--- config.mk ---
export PLATFORM = sky130hd
export DESIGN_NAME = mdio_master_c22
export DESIGN_NICKNAME = d
export VERILOG_FILES = /design/src/rtl/mdio_pkg.sv /design/src/rtl/mdio_master_c22_mdc_tick_gen.sv /design/src/rtl/mdio_master_c22.sv
export SDC_FILE = /design/constraint.sdc
export NUM_CORES = 1
export LEC_CHECK = 0
export CAP_MARGIN = 15
export CORE_UTILIZATION = 50
export DETAILED_ROUTE_END_ITERATION = 16
export PLACE_DENSITY = 0.76
export SETUP_SLACK_MARGIN = 0.3
export SYNTH_ARGS = -nofsm -noshare
export SYNTH_HDL_FRONTEND = slang
export SYNTH_SLANG_ARGS = --single-unit
--- constraint.sdc ---
create_clock -name clk -period 2.4 [get_ports clk]
set_input_delay 0.36 -clock clk [delete_from_list [all_inputs] [get_ports clk]]
set_output_delay 0.36 -clock clk [all_outputs]
set_load 0.02 [all_outputs]
--- src/rtl/mdio_pkg.sv ---
// mdio_pkg: shared Clause-22 MDIO constants and the master's FSM state type.
// The register address constants are also used by the PHY config FSM.
package mdio_pkg;

  localparam logic [1:0] MDIO_ST    = 2'b01;
  localparam logic [1:0] MDIO_OP_RD = 2'b10;
  localparam logic [1:0] MDIO_OP_WR = 2'b01;
  localparam logic [1:0] TA_WR      = 2'b10;

  localparam logic [4:0] REG_BMCR       = 5'd0;
  localparam logic [4:0] REG_BMSR       = 5'd1;
  localparam logic [4:0] REG_PHYID1     = 5'd2;
  localparam logic [4:0] REG_PHYID2     = 5'd3;
  localparam logic [4:0] REG_ANAR       = 5'd4;
  localparam logic [4:0] REG_1000T_CTRL = 5'd9;

  typedef enum logic [5:0] {
    S_IDLE = 6'b000001,
    S_PRE  = 6'b000010,
    S_HDR  = 6'b000100,
    S_TA   = 6'b001000,
    S_DATA = 6'b010000,
    S_END  = 6'b100000
  } state_t;

endpackage

--- src/rtl/mdio_master_c22_mdc_tick_gen.sv ---
// mdc_tick_gen: MDC generator. Each MDC period is CLK_DIV cycles low then
// CLK_DIV cycles high; held low with the counter cleared while en=0.
// Ports:
//   clk, rst  clock, async active-high reset
//   en        frame active
//   mdc       management clock
//   fall_stb  last high cycle: mdc falls at the coming edge (launch next bit)
//   rise_stb  first high cycle of mdc (sample mdio)
module mdc_tick_gen #(
  parameter int CLK_DIV = 25
) (
  input  logic clk,
  input  logic rst,
  input  logic en,
  output logic mdc,
  output logic fall_stb,
  output logic rise_stb
);
  localparam int CW = $clog2(CLK_DIV);
  localparam logic [CW-1:0] LAST = CW'(CLK_DIV - 1);

  logic [CW-1:0] cnt;

  always_ff @(posedge clk or posedge rst) begin
    if (rst) begin
      cnt <= '0;
      mdc <= 1'b0;
    end else if (!en) begin
      cnt <= '0;
      mdc <= 1'b0;
    end else if (cnt == LAST) begin
      cnt <= '0;
      mdc <= ~mdc;
    end else begin
      cnt <= cnt + 1'b1;
    end
  end

  // CLK_DIV >= 2 keeps the two strobes in different cycles.
  assign fall_stb = en && mdc && (cnt == LAST);
  assign rise_stb = en && mdc && (cnt == '0);

endmodule

--- src/rtl/mdio_master_c22.sv ---
// mdio_master_c22: Clause-22 MDIO master. Takes one command, serializes
// PRE | ST | OP | PHYAD | REGAD | TA | DATA on MDC/MDIO, acks for one cycle.
// Ports:
//   clk, rst                  clock, async active-high reset
//   cmd_valid/read/phy/reg/wdata  command (accepted when idle)
//   busy, ack, rdata, ta_err, cmd_drop  status / response
//   mdc, mdio_o, mdio_oe, mdio_i        pins (tri-state buffer lives above)
module mdio_master_c22
  import mdio_pkg::*;
#(
  parameter int CLK_DIV = 25,
  parameter int PRE_LEN = 32
) (
  input  logic        clk,
  input  logic        rst,
  input  logic        cmd_valid,
  input  logic        cmd_read,
  input  logic [4:0]  cmd_phy,
  input  logic [4:0]  cmd_reg,
  input  logic [15:0] cmd_wdata,
  output logic        busy,
  output logic        ack,
  output logic [15:0] rdata,
  output logic        ta_err,
  output logic        cmd_drop,
  output logic        mdc,
  output logic        mdio_o,
  output logic        mdio_oe,
  input  logic        mdio_i
);

  state_t      state;
  logic        rd_q;
  logic [15:0] wdata_q;
  logic [15:0] tx_sr;
  logic [15:0] rx_sr;
  logic [15:0] rdata_q;
  logic [5:0]  bit_cnt;
  logic        ta_flag;
  logic [1:0]  sync;
  logic        fall_stb, rise_stb, tick_en;

  assign tick_en = (state == S_PRE) || (state == S_HDR) ||
                   (state == S_TA)  || (state == S_DATA);

  mdc_tick_gen #(.CLK_DIV(CLK_DIV)) u_tick (
    .clk      (clk),
    .rst      (rst),
    .en       (tick_en),
    .mdc      (mdc),
    .fall_stb (fall_stb),
    .rise_stb (rise_stb)
  );

  // mdio_i is asynchronous; idle value matches the board pull-up.
  always_ff @(posedge clk or posedge rst) begin
    if (rst) sync <= 2'b11;
    else     sync <= {sync[0], mdio_i};
  end

  assign busy     = (state != S_IDLE);
  assign ack      = (state == S_END);
  assign ta_err   = ack && rd_q && ta_flag;
  assign rdata    = rdata_q;
  assign cmd_drop = cmd_valid && busy;

  always_ff @(posedge clk or posedge rst) begin
    if (rst) begin
      state   <= S_IDLE;
      rd_q    <= 1'b0;
      wdata_q <= '0;
      tx_sr   <= '0;
      rx_sr   <= '0;
      rdata_q <= '0;
      bit_cnt <= '0;
      ta_flag <= 1'b0;
      mdio_o  <= 1'b1;
      mdio_oe <= 1'b0;
    end else begin
      // Read-side sampling, first high cycle of each bit.
      if (rise_stb && rd_q) begin
        if (state == S_TA && bit_cnt == 6'd1) ta_flag <= sync[1];
        if (state == S_DATA)                  rx_sr   <= {rx_sr[14:0], sync[1]};
      end

      case (state)
        S_IDLE: begin
          mdio_o  <= 1'b1;
          mdio_oe <= 1'b0;
          if (cmd_valid) begin
            state   <= S_PRE;
            rd_q    <= cmd_read;
            wdata_q <= cmd_wdata;
            tx_sr   <= {MDIO_ST, cmd_read ? MDIO_OP_RD : MDIO_OP_WR,
                        cmd_phy, cmd_reg, 2'b00};
            rx_sr   <= '0;
            bit_cnt <= '0;
            ta_flag <= 1'b0;
            mdio_o  <= 1'b1;   // first preamble bit
            mdio_oe <= 1'b1;
          end
        end
        S_PRE: if (fall_stb) begin
          if (bit_cnt == 6'(PRE_LEN - 1)) begin
            state   <= S_HDR;
            bit_cnt <= '0;
            mdio_o  <= tx_sr[15];
            tx_sr   <= tx_sr << 1;
          end else begin
            bit_cnt <= bit_cnt + 6'd1;
          end
        end
        S_HDR: if (fall_stb) begin
          if (bit_cnt == 6'd13) begin
            state   <= S_TA;
            bit_cnt <= '0;
            mdio_o  <= rd_q ? 1'b1 : TA_WR[1];
            mdio_oe <= !rd_q;
          end else begin
            mdio_o  <= tx_sr[15];
            tx_sr   <= tx_sr << 1;
            bit_cnt <= bit_cnt + 6'd1;
          end
        end
        S_TA: if (fall_stb) begin
          if (bit_cnt == 6'd0) begin
            mdio_o  <= rd_q ? 1'b1 : TA_WR[0];
            bit_cnt <= 6'd1;
          end else begin
            state   <= S_DATA;
            bit_cnt <= '0;
            mdio_o  <= rd_q ? 1'b1 : wdata_q[15];
            tx_sr   <= {wdata_q[14:0], 1'b0};
          end
        end
        S_DATA: if (fall_stb) begin
          if (bit_cnt == 6'd15) begin
            state   <= S_END;
            mdio_o  <= 1'b1;
            mdio_oe <= 1'b0;
            // All 16 samples are in by the last high phase.
            if (rd_q) rdata_q <= rx_sr;
          end else begin
            mdio_o  <= rd_q ? 1'b1 : tx_sr[15];
            tx_sr   <= tx_sr << 1;
            bit_cnt <= bit_cnt + 6'd1;
          end
        end
        S_END: begin
          state   <= S_IDLE;
          mdio_o  <= 1'b1;
          mdio_oe <= 1'b0;
        end
        default: begin
          state   <= S_IDLE;
          mdio_o  <= 1'b1;
          mdio_oe <= 1'b0;
        end
      endcase
    end
  end

endmodule
==> flow_summary.ini <==
[global_routing]
grt_overflow_total = 0
use_met1 = 0.329
grt-busiest-layer = met2
grt_max_degree = 54
grt_usage = 0.235
first_global_vias = 3210
use_met2 = 0.371
antenna_found_initial = 0
grt_util_met3 = 0.0455
grt_pass1_wl_microns = 15800

[timing]
max_freq_ghz = 0.457
setup_viol = 0
tns_ns = 0
holdWs_ns = 0.361
worst_pin_slew_ns = 0.588
skew_ns = 0.00988
hold_viol_final = 0
fin_crit_ns = 2.19
relSlewSlack = 0.606
finalCritPeriodShare = 0.913
grt_setup_unrepaired = yes
maxSlewViolCount = 0

[clock_tree]
clkLatencyLatePin_ns = 0.36
clock_path_buffers = 2
numCtsBuffers = 9
cts_tree = built
htreeDepth = 3
cts.sinks = 87
clkSlewWorstSetupHoldPaths_ns = 0.09
root_buffer = clkbuf_8

[yosys]
synthFlopType = dfrtp_1
synth.most_common_cell = dfrtp_1
synth.yosys.seq_area_share = 0.524
synth_edf_count = 0
synthArstFlopShare = 1.00
synth.area.top_cells = dfrtp_1, mux2i_1, nand2_1
syn_avg_cell_area_sq_um = 10.8
yosysTopAreaCell = dfrtp_1
netlist_top_cells_count = dfrtp_1, nand2_1, mux2i_1, nor2_1, inv_1
synth_warnings = 0
syn_nets = 421
ys_ff_latch = 87
synthCells = 385
yosys.cell_types.count = 58
synth_top_area_frac = 0.498
syn_area_sq_um = 4170

[final_layout]
multi_input_area_sq_um = 1900
regArea_sq_um = 2190
nFillCells = 559
antennaDiodeCount = 0
synthToLayoutAreaGrowth_pct = 30.7
fin_nets = 514
fin_area_sq_um = 5450
drive_above_1_share = 0.226

[worst_setup_path]
rr_endpoint = tx_sr[12]
slowest_stage = dfrtp_1
crit_chain = inv_1, ha_1, nand4b_1, a211oi_2, o22ai_4, nor3_4, buf_12, mux2i_1
start_kind = flop
path_class = flop to flop
reg2reg_depth = 8
critPathBufInv = 2
path_depth = 8
r2r_setup_slack_ns = 0.21
cp.required_ns = 2.67
critical-path-top-delay-family = simple AND/OR/NAND/NOR gates
cp-startpoint = u_tick.cnt[0]
crit_end = tx_sr[12]
cp-end-kind = flop
crit_fanout = 13
cpPeakStageDelay_ns = 0.43
rr_startpoint = u_tick.cnt[0]
worst_ep_arrival_time_ns = 2.46

[flow_run]
drv_cap = 0

[place]
port_buffers = 53
post_dp_cell_area_sq_um = 4930
hpwl_microns = 6520
place_congestion = 0.886

[routing]
ant_nets = 0
avgRoutedWirePerCell_microns = 17.0
num_vias = 3348
totalWireLength_microns = 9940
drc = 0
routed_via_density = 5.72
dr.first_iter.drc_count = 278
firstDrtPassIters = 6

[worst_hold_path]
hp-class = flop to flop

[power_and_ir_drop]
ir_worst_vdd_mv = 0.594
p_leak_uw = 0.00267
p_per_area_nw_per_um2 = 982

[floorplan]
dieWidth_microns = 93.3
die_h_microns = 93.3
core_region_area_sq_um = 7890
io_pins = 54
rows = 32
die-area_sq_um = 8700
start_util = 0.528

[status]
status = completed
-- stage by stage --
| stage | util | instances | setup WS, ns | power (uW) |
|---|---|---|---|---|
| global route | 0.690 | 585 | 0.130 | 5630 |
| global placement | 0.625 | 542 | 0.245 | 3910 |
| finish | 0.690 | 585 | 0.209 | 5350 |
| CTS | 0.664 | 567 | 0.199 | 5110 |
| detailed placement | 0.625 | 542 | 0.174 | 3970 |
| floorplan | - | 385 | 0.343 | 3330 |
-- where the power goes --
group	internal [uW]	switching [uW]	total, uW
combinational	1050	1150	2200
sequential	1800	267	2070
clock	498	573	1070
-- cell type report --
cell class / count / area share
clock inverter: 6 / 0.0147
multi-input combinational: 255 / 0.349
timing repair buffer: 102 / 0.171
sequential: 87 / 0.402
inverter: 23 / 0.0165
clock buffer: 10 / 0.0234
tap: 102 / 0.0234
-- worst min-delay path by stage --
stage	startpoint	to	slack, ns	depth (start not counted)
global route	sync[0]	sync[1]	0.37	0
global placement	sync[0]	sync[1]	0.35	0
floorplan	sync[0]	sync[1]	0.35	0
finish	sync[0]	sync[1]	0.36	0
CTS	sync[0]	sync[1]	0.36	0
detailed placement	sync[0]	sync[1]	0.35	0
-- layout by cell type (no fill, tap or decap), types with 3 or more instances in the layout --
cell type	count
mux2_1	14
nor2_1	29
a222oi_1	12
nand2b_1	6
dfstp_2	4
buf_12	3
inv_1	22
nand3_1	8
o21ai_0	7
mux2i_1	30
mux2_2	6
buf_4	43
and3_1	4
clkbuf_8	9
o31ai_1	6
nand3b_1	3
nand2_1	53
dfrtp_2	5
xor2_1	4
nand4_1	5
a31oi_1	3
dfrtp_1	78
ha_1	4
clkdlybuf4s50_1	49
nor3_1	5
o21ai_1	5
-- flip-flops by register name, summed over array words and instances, names as in the netlist --
name	count
rdata	16
rx_sr	16
wdata_q	16
tx_sr	15
bit_cnt	6
state	6
u_tick.cnt	5
sync	2
mdio_o	1
mdio_oe	1
rd_q	1
ta_flag	1
u_tick.mdc	1
-- metal layers --
| metal | vias to the layer above | part of all wire |
|---|---|---|
| met3 | 16 | 0.055 |
| met2 | 132 | 0.50 |
| met1 | 1650 | 0.43 |
| met4 | 0 | 0.013 |
| li1 | 1550 | - |
| met5 | - | 0 |
-- cell families (layout without fill, tap and decap cells) --
logic type | after synthesis | count (layout) | synth area share
flops | 87 | 87 | 0.524
simple gates | 143 | 143 | 0.180
mux | 50 | 50 | 0.126
xor+xnor | 6 | 6 | 0.0126
fa+ha+maj | 5 | 5 | 0.0150
buf+inv | 43 | 141 | 0.0459
compound gates | 51 | 51 | 0.0970
-- what timing repair did --
item	in CTS	in global routing
hold buffers	0	0
endpoints found under the hold margin	0	0
setup endpoints to repair	23	46
resized for setup	16	24
pin swaps	6	10
setup buffers	8	18
gates cloned	1	0
Power figures use the tool's default switching activity.
